`src/rtl/carry_skip_adder_pipe.sv`:
```
// Pipelined carry-skip adder/subtractor: one BLK-bit skip block per stage,
// valid/ready handshake with a single global advance, all outputs registered.
module carry_skip_adder_pipe #(
  parameter int unsigned WIDTH = 16,
  parameter int unsigned BLK   = 4
) (
  input  logic                                clk,
  input  logic                                rst_n,
  input  logic                                in_valid,
  output logic                                in_ready,
  input  logic [WIDTH-1:0]                    a,
  input  logic [WIDTH-1:0]                    b,
  input  logic                                cin,
  input  logic                                sub,
  output logic                                out_valid,
  input  logic                                out_ready,
  output logic [WIDTH-1:0]                    sum,
  output logic                                cout,
  output logic                                ovf,
  output logic [$clog2(WIDTH/BLK+1)-1:0]      skip_cnt
);

  localparam int unsigned NBLK = WIDTH / BLK;
  localparam int unsigned CW   = $clog2(NBLK + 1);

  logic adv;
  logic [WIDTH-1:0] b_eff;
  logic c_eff;

  // stage registers, one entry per skip block
  logic [NBLK-1:0][WIDTH-1:0] r_a, r_b, r_sum;
  logic [NBLK-1:0][CW-1:0]    r_cnt;
  logic [NBLK-1:0]            r_c, r_v;
  logic                       r_ovf;

  // stage inputs (stage 0 from the ports, stage k from stage k-1)
  logic [NBLK-1:0][WIDTH-1:0] src_a, src_b, src_sum;
  logic [NBLK-1:0][CW-1:0]    src_cnt;
  logic [NBLK-1:0]            src_c, src_v;

  logic [NBLK-1:0][WIDTH-1:0] nxt_sum;
  logic [NBLK-1:0][CW-1:0]    nxt_cnt;
  logic [NBLK-1:0]            nxt_c;
  logic                       nxt_ovf;

  logic unused_last_opr;

  assign adv      = !r_v[NBLK-1] || out_ready;
  assign in_ready = adv;
  assign b_eff    = sub ? ~b : b;
  assign c_eff    = sub | cin;

  // last stage keeps its operands only for uniformity; nothing downstream reads them
  assign unused_last_opr = ^{r_a[NBLK-1], r_b[NBLK-1]};

  always_comb begin
    src_a   = '0;
    src_b   = '0;
    src_sum = '0;
    src_cnt = '0;
    src_c   = '0;
    src_v   = '0;
    src_a[0] = a;
    src_b[0] = b_eff;
    src_c[0] = c_eff;
    src_v[0] = in_valid;
    for (int unsigned k = 1; k < NBLK; k++) begin
      src_a[k]   = r_a[k-1];
      src_b[k]   = r_b[k-1];
      src_sum[k] = r_sum[k-1];
      src_cnt[k] = r_cnt[k-1];
      src_c[k]   = r_c[k-1];
      src_v[k]   = r_v[k-1];
    end
  end

  // per-block ripple; the block carry-out bypasses the ripple when the block fully propagates
  always_comb begin
    logic [BLK:0]   blk;
    logic [BLK-1:0] prop;
    logic           p;
    blk     = '0;
    prop    = '0;
    p       = 1'b0;
    nxt_sum = src_sum;
    nxt_cnt = '0;
    nxt_c   = '0;
    for (int unsigned k = 0; k < NBLK; k++) begin
      blk  = {1'b0, src_a[k][k*BLK +: BLK]} + {1'b0, src_b[k][k*BLK +: BLK]}
           + (BLK+1)'(src_c[k]);
      prop = src_a[k][k*BLK +: BLK] ^ src_b[k][k*BLK +: BLK];
      p    = &prop;
      nxt_sum[k][k*BLK +: BLK] = blk[BLK-1:0];
      nxt_c[k]   = p ? src_c[k] : blk[BLK];
      nxt_cnt[k] = src_cnt[k] + CW'(p);
    end
    nxt_ovf = (src_a[NBLK-1][WIDTH-1] == src_b[NBLK-1][WIDTH-1]) &&
              (nxt_sum[NBLK-1][WIDTH-1] != src_a[NBLK-1][WIDTH-1]);
  end

  always_ff @(posedge clk or negedge rst_n) begin
    if (!rst_n) begin
      r_a   <= '0;
      r_b   <= '0;
      r_sum <= '0;
      r_cnt <= '0;
      r_c   <= '0;
      r_v   <= '0;
      r_ovf <= 1'b0;
    end else if (adv) begin
      r_a   <= src_a;
      r_b   <= src_b;
      r_sum <= nxt_sum;
      r_cnt <= nxt_cnt;
      r_c   <= nxt_c;
      r_v   <= src_v;
      r_ovf <= nxt_ovf;
    end
  end

  assign out_valid = r_v[NBLK-1];
  assign sum       = r_sum[NBLK-1];
  assign cout      = r_c[NBLK-1];
  assign skip_cnt  = r_cnt[NBLK-1];
  assign ovf       = r_ovf;

endmodule

```
`config.mk`:
```
export PLATFORM = sky130hd
export DESIGN_NAME = carry_skip_adder_pipe
export DESIGN_NICKNAME = d
export VERILOG_FILES = /design/src/rtl/carry_skip_adder_pipe.sv
export SDC_FILE = /design/constraint.sdc
export NUM_CORES = 1
export LEC_CHECK = 0
export CELL_PAD_IN_SITES_DETAIL_PLACEMENT = 0
export CELL_PAD_IN_SITES_GLOBAL_PLACEMENT = 2
export CORE_AREA = 5 5 124 126
export DETAILED_ROUTE_END_ITERATION = 8
export DIE_AREA = 0 0 129 131
export PLACE_DENSITY_LB_ADDON = 0.12
export SYNTH_ARGS = -nofsm -noshare
export SYNTH_HDL_FRONTEND = slang
export SYNTH_SLANG_ARGS = --single-unit
```
`constraint.sdc`:
```
create_clock -name clk -period 2.3 [get_ports clk]
set_clock_uncertainty 0.05 [all_clocks]
set_input_delay 0.46 -clock clk [delete_from_list [all_inputs] [get_ports clk]]
set_output_delay 0.46 -clock clk [all_outputs]
set_load 0.01 [all_outputs]
```
; After elaboration in Yosys (flattened, before gate mapping)
; Index checks and enable logic that the tools add are counted.
[totals]
input_bits = 38
reg_bits = 155
output_inout_bits = 23
word_cells = 48
[op_classes]
n_bitwise = 6
eq_ne = 2
n_reduce_logical = 7
n_mux = 5
addsub = 11
[ops]
columns = operator, count
row1 = adder 4 x 4 -> 5 bit, 4
row2 = adder 5 x 1 -> 5 bit, 4
row3 = 2-to-1 mux 16 bit, 1
row4 = inverter 16 bit, 1
row5 = AND reduction 4 bit, 4
row6 = bitwise XOR 4 bit, 4
row7 = adder 3 x 1 -> 3 bit, 2
row8 = 2-to-1 mux 1 bit, 4
row9 = adder 1 x 1 -> 2 bit, 1
row10 = == test 1 bit, 1
row11 = logical AND 1 bit, 1
row12 = zero test 1 bit, 1
row13 = logical OR 1 bit, 1
row14 = != test 1 bit, 1
row15 = OR 1 bit, 1

; Logic depth before layout (Yosys ltp)
; Gate-level depths: netlist (run 1).
[logic_depth]
depth_word = 5
depth_mapped = 11
mapped_depth_nobuf = 9

; Worst setup path after synthesis (run 1)
; No wires, ideal clock.
[synth_path]
path_kind = input-to-reg
from = in sub
to = reg r_c[0]
required_ns = 2.132
setup_ns = 0.118
slack_ns = -0.043
arrival_ns = 2.175
path_stages = 11
path_cell_list = buf_4 buf_4 xor2_1 inv_1 fa_1 inv_1 fa_1 a21o_1 a21oi_1 a21oi_1 a21o_1
[synth_between]
elab_chain_cells = 4
word_cells_on_any_way = 7
[synth_lines]
columns = item, line
row1 = start: declaration, 14  ; input logic sub,
row2 = 2-to-1 mux 16 bit, 50  ; assign b_eff = sub ? ~b : b;
row3 = adder 4 x 4 -> 5 bit / bitwise XOR 4 bit (equally long branches), "89, 91"
row4 = adder 5 x 1 -> 5 bit / AND reduction 4 bit (equally long branches), "90, 92"
row5 = 2-to-1 mux 1 bit (*), 94  ; nxt_c[k] = p ? src_c[k] : blk[BLK];
row6 = end signal: assignment, 115  ; r_c <= nxt_c;
row7 = end: declaration, 33  ; logic [NBLK-1:0] r_c, r_v;
; Every way passes the cells marked *; elsewhere a longest branch is shown, timed or not.
; A chain may end at the register's enable or synchronous reset.

; Worst setup path in the final report (run 1)
[layout_path]
from = in out_ready
to = out in_ready
[layout_between]
elab_chain_cells = 1
[layout_lines]
columns = item, line
row1 = start: declaration, 16  ; input logic out_ready,
row2 = logical OR 1 bit, 48  ; assign adv = !r_v[NBLK-1] || out_ready;
row3 = end: declaration, 10  ; output logic in_ready,
; Every way passes these cells.

==> results_dict.tcl, run 1 <==
set metrics [dict create \
    r2r-start "r_c[0]$_DFFE_PN0P_" \
    cts_buffer_depth 2 \
    antenna_left 0 \
    cts_tree "yes" \
    worst_slack_ns 0.119 \
    grt_pass1_wl_um 17100 \
    die_h_um 131 \
    fmaxAchievable_ghz 0.458 \
    instances_no_fill 757 \
    cts_made_buffers 9 \
    die_w_um 129 \
    dp_cells 742 \
    grt_max_degree 107 \
    postLayoutCellArea_sq_um 5910 \
    via_count 3373 \
    ys_ff_latch 106 \
    ctsResizeCount 0 \
    final_hold_viol_count 0 \
    dp_hpwl_um 6540 \
    syn_to_final_growth_pct 22.2 \
    drt_pre_antenna_iters 4 \
    io_buffers 60 \
    p_per_area_nw_per_um2 1220 \
    critPathCaptureType "output pin" \
    clk-insertion-delay-late_ns 0.34 \
    design.die.area_sq_um 16900 \
    path_class "input port to output pin" \
    avgSynthCellArea_sq_um 9.43 \
    critPathLaunch "out_ready" \
    yosys-top-cells-count "nand2_1 (219), dfrtp_1 (106), o21ai_0 (32)" \
    overflow 0 \
    met3WireLength_um 350 \
    grt_pass1_vias 3571 \
    htreeDepth 3 \
    drt-total-wl_um 9810 \
    yosysWarnings 0 \
    rsz0062_at_grt "no" \
    relSlewSlack_pct 61.3 \
    drv_slew 0 \
    ys_types 27 \
    fin_setup_tns_ns 0 \
    wl_met1_um 4690 \
    p_leak_uw 0.00291 \
    wl_met2_um 4610 \
    vias_per_cell 4.46 \
    postSynth.asyncResetShare_pct 100 \
    cts.reportedPaths.clkPinSlew_ns 0.07 \
    routed.top_layer "met4" \
    cp_max_fo 2 \
    postCtsSetupBuffers 0 \
    drt_iter0_markers 154 \
    ys.flop_type "dfrtp_1" \
    cts.sink_count 106 \
    power.total_uw 7210 \
    grt_use_total_pct 12.9 \
    boundaryPins 61 \
    rows 44 \
    place_ws_ns -0.370 \
    ir_drop_uv 442 \
    root_buffer "clkbuf_16" \
    syn_area_sq_um 4840 \
    critical_path_required_ns 1.79 \
    initial_core_util_pct 34.0 \
    fp.coreArea_sq_um 14200 \
    finalCritPeriodShare_pct 94.8 \
    wl_per_cell_um 13.0 \
    syn_inst 513 \
    setup_viol 0 \
    yosysTopAreaCell "dfrtp_1" \
    nNetsFinal 636 \
    seq_area_frac_synth_pct 54.9 \
    synth.most_common_cell "nand2_1" \
    drive_gt1_share_pct 5.24 \
    post-route-drc-count 0 \
    cts.hold.buffers_added 0 \
    tightest_slew_ns 0.580 \
    synth_top_area_share_pct 54.9 \
    syn-num-nets 580 \
    cp.arrival_ns 1.67 \
    placed_cell_area_sq_um 5640 \
    antenna_found_initial 0 \
    cp-start-kind "input port" \
    status "finished clean" \
    hp-class "input port to asynchronous set/reset pin" \
    diodes 0 \
    maxCapViolations 0 \
    gp_congestion 0.705 \
    ys_top_cells_by_area "dfrtp_1 (55%), nand2_1 (17%), ha_1 (5.4%), fa_1 (3.3%), o21ai_0 (3.3%)" \
    synth-edff-count 0 \
    post-route-min-period_ns 2.18 \
]
## cell usage in the layout, fill, tap and decap left out
cell type	n
o21ai_0	32
fa_2	1
dfrtp_1	106
and2_1	3
a31o_1	3
nor2b_1	5
clkbuf_1	2
nand2_1	219
a21oi_1	14
buf_12	2
or3_1	3
clkdlybuf4s50_1	58
nand2b_1	1
o31ai_1	2
nor2_1	11
dlymetal6s2s_1	1
clkinv_2	2
a211o_1	1
nand4_1	1
o21a_1	3
buf_4	12
clkbuf_16	9
clkbuf_8	2
ha_1	21
o21ai_1	1
xor2_1	6
and4_1	3
a22o_1	3
clkinvlp_4	1
a21o_1	3
xnor2_1	16
inv_1	18
fa_1	7
nor2b_4	1
## metrics by stage
step,hold WS (ns),util (%)
global placement,0.392,39.7
CTS,0.163,41.6
global route,0.173,41.6
detailed placement,0.403,39.7
floorplan,0.114,-
finish,0.115,41.6
## sequential cells by signal, summed over array words and instances, names as in the netlist
| signal | cells |
|---|---|
| nxt_sum | 24 |
| ovf | 1 |
| r_a | 24 |
| r_b | 24 |
| r_c | 4 |
| r_cnt | 6 |
| r_v | 4 |
| skip_cnt | 3 |
| sum | 16 |
## metal layers
metal / up-vias / GRT usage [%]
li1: 1725 / -
met1: 1595 / 16.1
met5: - / 0
met4: 0 / 5.56
met2: 41 / 21.4
met3: 12 / 2.89
## cell type report
type                    instances  area, sq um
clock buffers                  13          260
multi-input cells             360         1960
inverters                      19         72.6
clock inverters                 2         12.5
well taps                     184          230
flip-flops and latches        106         2650
repair buffers                 73          723
fillers                      1437         8290
## path summary, 6_finish.rpt
kind	endpoint	slack, ns	cells after the start
worst max-delay path	in_ready	0.12	4
worst min-delay path	sum[10]$_DFFE_PN0P_	0.11	2
worst max register to register	r_c[1]$_DFFE_PN0P_	0.30	7
worst min register to register	r_v[3]$_DFFE_PN0P_	0.41	1
max in group asynchronous	r_v[3]$_DFFE_PN0P_	1.63	2
min in group clk	r_v[3]$_DFFE_PN0P_	0.41	1
## power breakdown
part / switching (uW) / internal, uW / leakage [uW] / total (uW)
logic: 1430 / 1260 / 0.00148 / 2690
registers: 412 / 2650 / 0.00129 / 3060
clock network: 670 / 788 / 0.000132 / 1460
## worst max-delay path, stage by stage
cell             delay [ns]
clkdlybuf4s50_1        0.50
nor2b_4                0.05
clkinv_2               0.06
clkdlybuf4s50_1        0.60
## logic make-up after synthesis
family	Yosys count	synth area share [%]
and+or+nand+nor	247	20.2
DFF	106	54.9
AOI/OAI and AO/OA	62	7.37
buffers and inverters	47	4.84
adders and majority gates	29	8.75
xor gates and xnor gates	22	3.98
No activity file was read; power rests on OpenSTA's default activity.
==> run 2: changes to the inputs <==
--- a/config.mk
+++ b/config.mk
@@ -7,9 +7,9 @@
 export LEC_CHECK = 0
 export CELL_PAD_IN_SITES_DETAIL_PLACEMENT = 0
 export CELL_PAD_IN_SITES_GLOBAL_PLACEMENT = 2
-export CORE_AREA = 5 5 124 126
+export CORE_AREA = 5 5 121 123
 export DETAILED_ROUTE_END_ITERATION = 8
-export DIE_AREA = 0 0 129 131
+export DIE_AREA = 0 0 126 128
 export PLACE_DENSITY_LB_ADDON = 0.12
 export SYNTH_ARGS = -nofsm -noshare
 export SYNTH_HDL_FRONTEND = slang
==> constraint.sdc (replaced) <==
create_clock -name clk -period 2.6 [get_ports clk]
set_clock_uncertainty 0.05 [all_clocks]
set_input_delay 0.52 -clock clk [delete_from_list [all_inputs] [get_ports clk]]
set_output_delay 0.52 -clock clk [all_outputs]
set_load 0.01 [all_outputs]
==> run 2 against run 1 <==
  * Register-to-register slack improved by 0.33 ns
  * First-iteration DRC count increased by 73%
  * Total power decreased by 13%
  * Routed wire length decreased by 2.3%
  * Worst hold slack got worse by 0.042 ns
  * Utilization increased by 1.7 points
  * Worst setup slack improved by 0.11 ns
  * Critical endpoint is now r_c[0]$_DFFE_PN0P_
  * Non-clock buffer count decreased by 4
  * Via count decreased by 0.33%
  * Combinational power decreased by 12%
  * Critical path type is now input port to register
==> results_dict.tcl, run 2 (synthesis gave the netlist of run 1 again) <==
set metrics [dict create \
    tightest_slew_ns 0.466 \
    boundaryPins 61 \
    cp-start-kind "input port" \
    drive_gt1_share_pct 4.06 \
    setup_viol 0 \
    dp_hpwl_um 6330 \
    grt_max_degree 107 \
    path_class "input port to register" \
    syn_to_final_growth_pct 21.4 \
    drv_slew 0 \
    worst_slack_ns 0.227 \
    nNetsFinal 632 \
    cts.hold.buffers_added 0 \
    wl_per_cell_um 12.9 \
    critical_path_required_ns 2.79 \
    initial_core_util_pct 35.7 \
    antenna_found_initial 0 \
    final_hold_viol_count 0 \
    io_buffers 60 \
    via_count 3362 \
    fmaxAchievable_ghz 0.421 \
    p_leak_uw 0.00288 \
    antenna_left 0 \
    utilization_pct 43.3 \
    critPathLaunch "sub" \
    place_ws_ns -0.131 \
    rr_endpoint "r_c[1]$_DFFE_PN0P_" \
    die_w_um 126 \
    drt_pre_antenna_iters 4 \
    nFillCells 1386 \
    reg2reg_depth 7 \
    finalCritPeriodShare_pct 91.3 \
    post-route-drc-count 0 \
    clk-insertion-delay-late_ns 0.34 \
    p_per_area_nw_per_um2 1070 \
    overflow 0 \
    grt_pass1_wl_um 16800 \
    layout_common_cells "nand2_1 (219), dfrtp_1 (106), clkdlybuf4s50_1 (59)" \
    rows 43 \
    grt_pass1_vias 3490 \
    cts_tree "yes" \
    vias_per_cell 4.51 \
    cp_max_fo 5 \
    root_buffer "clkbuf_16" \
    r2r-start "r_b[4]$_DFFE_PN0P_" \
    ir_drop_uv 476 \
    design.die.area_sq_um 16100 \
    placed_cell_area_sq_um 5620 \
    fp.coreArea_sq_um 13600 \
    cp.arrival_ns 2.56 \
    hp-class "input port to asynchronous set/reset pin" \
    postCtsSetupBuffers 0 \
    cts.sink_count 106 \
    drt_iter0_markers 267 \
    gp_congestion 0.681 \
    postLayoutCellArea_sq_um 5870 \
    htreeDepth 3 \
    grt_use_total_pct 12.9 \
    die_h_um 128 \
    cts.reportedPaths.clkPinSlew_ns 0.07 \
    diodes 0 \
    cts_made_buffers 9 \
    status "finished clean" \
    reg2reg_slack_ns 0.63 \
    ctsResizeCount 0 \
    critPathCaptureType "register" \
    maxCapViolations 0 \
    drt-total-wl_um 9590 \
    layout_commonest_cell "nand2_1" \
    post-route-min-period_ns 2.37 \
    relSlewSlack_pct 69.0 \
    crit_path_end "r_c[0]$_DFFE_PN0P_" \
    rsz0062_at_grt "no" \
    cts_buffer_depth 2 \
]
-- run 2: changes by cell type in the layout (fill, tap and decap cells not counted), sizes merged --
cell           previous run  this run
dlymetal6s2s              1         0
buf                      14        10
clkdlybuf4s50            58        59
clkinvlp                  1         0
clkbuf                   13        11
-- run 2: worst max-delay path, stage by stage --
cell and delay [ns]:
clkdlybuf4s50_1 0.55, xor2_1 0.24, inv_1 0.09, fa_1 0.18, inv_1 0.05, fa_1 0.38, a21o_1 0.19, a21oi_1 0.13
a21oi_1 0.08, a21o_1 0.15
-- run 2: routing by layer --
metal	vias to the layer above	GRT usage (%)	wire, um	share of wire, %
li1	1713	-	-	-
met1	1587	16.4	4460	47
met2	48	21.3	4610	48
met3	14	2.67	316	3.3
met4	0	5.68	199	2.1
met5	-	0	0	0
-- run 2: worst min path at each step --
stage | startpoint | end | slack, ns | depth (start not counted)
6_report | rst_n | r_a[9]$_DFFE_PN0P_ | 0.07 | 1
5_1_grt | rst_n | nxt_sum[58]$_DFFE_PN0P_ | 0.10 | 1
4_1_cts | rst_n | nxt_sum[59]$_DFFE_PN0P_ | 0.08 | 1
3_5_place_dp | r_v[2]$_DFFE_PN0P_ | r_v[3]$_DFFE_PN0P_ | 0.40 | 1
3_3_place_gp | r_v[2]$_DFFE_PN0P_ | r_v[2]$_DFFE_PN0P_ | 0.39 | 2
2_1_floorplan | rst_n | nxt_sum[16]$_DFFE_PN0P_ | 0.17 | 0
-- run 2: layout make-up --
cell class	count	area [sq um]	area share, %
sequential	106	2650	45.2
inverter	19	72.6	1.24
timing repair buffer	69	716	12.2
tap	180	225	3.84
clock buffer	11	243	4.13
multi-input combinational	360	1960	33.3
clock inverter	1	5.00	0.0853
-- run 2: through the flow --
stage	total power, uW	TNS [ns]	hold WS (ns)	instances
global placement	5150	-0.0756	0.391	734
floorplan	4320	0	0.174	513
global route	6910	0	0.104	746
CTS	6440	0	0.0832	746
finish	6290	0	0.0725	746
detailed placement	5180	-0.293	0.402	734
-- run 2: where the power goes --
part	switching [uW]	total [uW]	internal (uW)
sequential	361	2710	2340
clock	564	1220	653
combinational	1260	2370	1110
==> run 3: changes to the inputs <==
--- a/config.mk
+++ b/config.mk
@@ -5,11 +5,13 @@
 export SDC_FILE = /design/constraint.sdc
 export NUM_CORES = 1
 export LEC_CHECK = 0
+export ABC_AREA = 1
+export ABC_CLOCK_PERIOD_IN_PS = 2600
 export CELL_PAD_IN_SITES_DETAIL_PLACEMENT = 0
 export CELL_PAD_IN_SITES_GLOBAL_PLACEMENT = 2
-export CORE_AREA = 5 5 121 123
+export CORE_AREA = 5 5 123 125
 export DETAILED_ROUTE_END_ITERATION = 8
-export DIE_AREA = 0 0 126 128
+export DIE_AREA = 0 0 128 130
 export PLACE_DENSITY_LB_ADDON = 0.12
 export SYNTH_ARGS = -nofsm -noshare
 export SYNTH_HDL_FRONTEND = slang
==> run 3 against run 2 <==
  * Sequential share of layout area decreased by 0.72 points
  * Count of clock-buffer cells in the layout increased by 1
  * Maximum frequency increased by 2.2%
  * Largest cell class unchanged
  * Non-clock buffer count decreased by 3
  * Register-to-register slack improved by 0.08 ns
  * Global-route usage increased by 0.73 points
==> results_dict.tcl, run 3 <==
set metrics [dict create \
    status "finished clean" \
    tightest_slew_ns 0.502 \
    antenna_left 0 \
    p_leak_uw 0.00301 \
    htreeDepth 3 \
    cp_top_family "buffers and inverters" \
    multiInputGateArea_sq_um 1950 \
    comb_power_share_pct 37.0 \
    critPathBufInv 3 \
    hold_ws_ns 0.0857 \
    io_buffers 60 \
    nNetsFinal 675 \
    diodes 0 \
    root_buffer "clkbuf_16" \
    ys.flop_type "dfrtp_1" \
    maxCapViolations 0 \
    post-route-min-period_ns 2.32 \
    initial_core_util_pct 35.7 \
    p_switching_uw 2350 \
    drv_slew 0 \
    ys_ff_latch 106 \
    yosysTopAreaCell "dfrtp_1" \
    cts.reportedPaths.clkPinSlew_ns 0.06 \
    rsz0062_at_grt "no" \
    seq_area_frac_synth_pct 53.9 \
    synth.most_common_cell "nand2_1" \
    yosysWarnings 0 \
    cp.arrival_ns 1.75 \
    layout_commonest_cell "nand2_1" \
    fmaxAchievable_ghz 0.431 \
    path_class "input port to output pin" \
    grt_use_total_pct 13.6 \
    critPathCaptureType "output pin" \
    cts.hold.buffers_added 0 \
    ys_types 19 \
    die_h_um 130 \
    fin_setup_tns_ns 0 \
    cts_tree "yes" \
    hp-class "input port to asynchronous set/reset pin" \
    drt_pre_antenna_iters 4 \
    yosys-top-cells-count "nand2_1 (249), dfrtp_1 (106), o21ai_0 (46)" \
    power.share.clock_pct 21.4 \
    drt-total-wl_um 10300 \
    p_int_uw 4180 \
    die_w_um 128 \
    gp_congestion 0.734 \
    drive_gt1_share_pct 4.40 \
    final_hold_viol_count 0 \
    boundaryPins 61 \
    via_count 3529 \
    final-seq-area_sq_um 2650 \
    avgSynthCellArea_sq_um 8.81 \
    power.total_uw 6530 \
    ys_top_cells_by_area "dfrtp_1 (54%), nand2_1 (19%), ha_1 (5.3%), o21ai_0 (4.7%), fa_1 (3.3%)" \
    ir_drop_uv 366 \
    antenna_found_initial 0 \
    post-route-drc-count 0 \
    grt_max_degree 125 \
    cts_buffer_depth 2 \
    syn_inst 558 \
    p_per_area_nw_per_um2 1090 \
    cp-start-kind "input port" \
    slowest_stage "clkdlybuf4s50_1" \
    cts.sink_count 106 \
    relSlewSlack_pct 66.6 \
    layout_common_cells "nand2_1 (249), dfrtp_1 (106), clkdlybuf4s50_1 (59)" \
    wl_per_cell_um 13.0 \
    synth_top_area_share_pct 53.9 \
    overflow 0 \
    syn-num-nets 625 \
    nFillCells 1446 \
    clk-insertion-delay-late_ns 0.34 \
    rows 43 \
    grt_pass1_wl_um 18100 \
    ctsResizeCount 0 \
    synth-edff-count 0 \
    vias_per_cell 4.45 \
    syn_to_final_growth_pct 21.3 \
    cts_made_buffers 9 \
    dp_hpwl_um 6790 \
    critPathMostFrequentCell "clkdlybuf4s50_1" \
    path_cells "clkdlybuf4s50_1 > nor2_4 > inv_2 > clkdlybuf4s50_1" \
    critPathMaxStageDelay_ns 0.55 \
    postSynth.asyncResetShare_pct 100 \
    drt_iter0_markers 154 \
    seqPwrFrac_pct 41.6 \
    postCtsSetupBuffers 0 \
    utilization_pct 43.3 \
    critical_path_required_ns 2.03 \
    design.die.area_sq_um 16600 \
    fp.coreArea_sq_um 13800 \
    setup_viol 0 \
    finalCritPeriodShare_pct 89.3 \
    switching_share_pct 36.0 \
    syn_area_sq_um 4920 \
    cp_max_fo 2 \
    grt_pass1_vias 3672 \
]
-- run 3: cell count changes after synthesis, moves of 6 or more --
cell and change:
nor2b_1 -6, o21ai_0 +14, nand3_1 +16, nand2_1 +30
inv_1 +21, buf_2 -9
-- run 3: stage by stage --
stage          instances  cell area [sq um]  worst slack [ns]
2_1_floorplan        558               4920             0.460
5_1_grt              793               5970             0.228
3_5_place_dp         777               5660             0.159
3_3_place_gp         777               5660             0.186
6_report             793               5970             0.279
4_1_cts              793               5970             0.243
-- run 3: cell type report --
cell class	count	area share (%)
Clock buffer	12	4.30
Clock inverter	4	0.818
Inverter	40	2.52
Multi-Input combinational cell	385	32.7
Sequential cell	106	44.5
Tap cell	180	3.78
Timing Repair Buffer	66	11.4
-- run 3: path summary, 6_finish.rpt --
kind / startpoint / endpoint / slack (ns) / cells after the start
setup reg to reg: r_a[46]$_DFFE_PN0P_ / skip_cnt[2]$_DFFE_PN0P_ / 0.71 / 7
hold / removal: rst_n / nxt_sum[59]$_DFFE_PN0P_ / 0.09 / 1
max in group asynchronous: rst_n / r_a[44]$_DFFE_PN0P_ / 1.73 / 2
hold reg to reg: nxt_sum[51]$_DFFE_PN0P_ / sum[3]$_DFFE_PN0P_ / 0.42 / 2
min in group clk: nxt_sum[51]$_DFFE_PN0P_ / sum[3]$_DFFE_PN0P_ / 0.42 / 2
setup / recovery: out_ready / in_ready / 0.28 / 4
-- run 3: power by group through the flow --
| stage | Combinational (uW) | Clock [uW] | Sequential (uW) |
|---|---|---|---|
| final | 2420 | 1390 | 2720 |
| after global routing | 2870 | 1510 | 2820 |
| after CTS | 2490 | 1450 | 2730 |
| after detailed placement | 2470 | 0 | 2750 |
| after global placement | 2460 | 0 | 2740 |
| after floorplan | 1630 | 0 | 2720 |
-- run 3: cell families after synthesis --
family | count (synthesis) | synth area share [%]
buf+inv | 67 | 6.36
compound gates | 56 | 5.75
fa+ha+maj | 29 | 8.60
simple gates | 283 | 22.3
xor+xnor | 17 | 3.03
flops | 106 | 53.9
-- run 3: routing by layer --
metal  vias to the layer above  track usage (%)  routed length, um
li1                       1829                -                  -
met4                         0             5.31                161
met3                        10             2.99                395
met1                      1614             20.1               5530
met5                         -                0                  0
met2                        76             19.5               4210
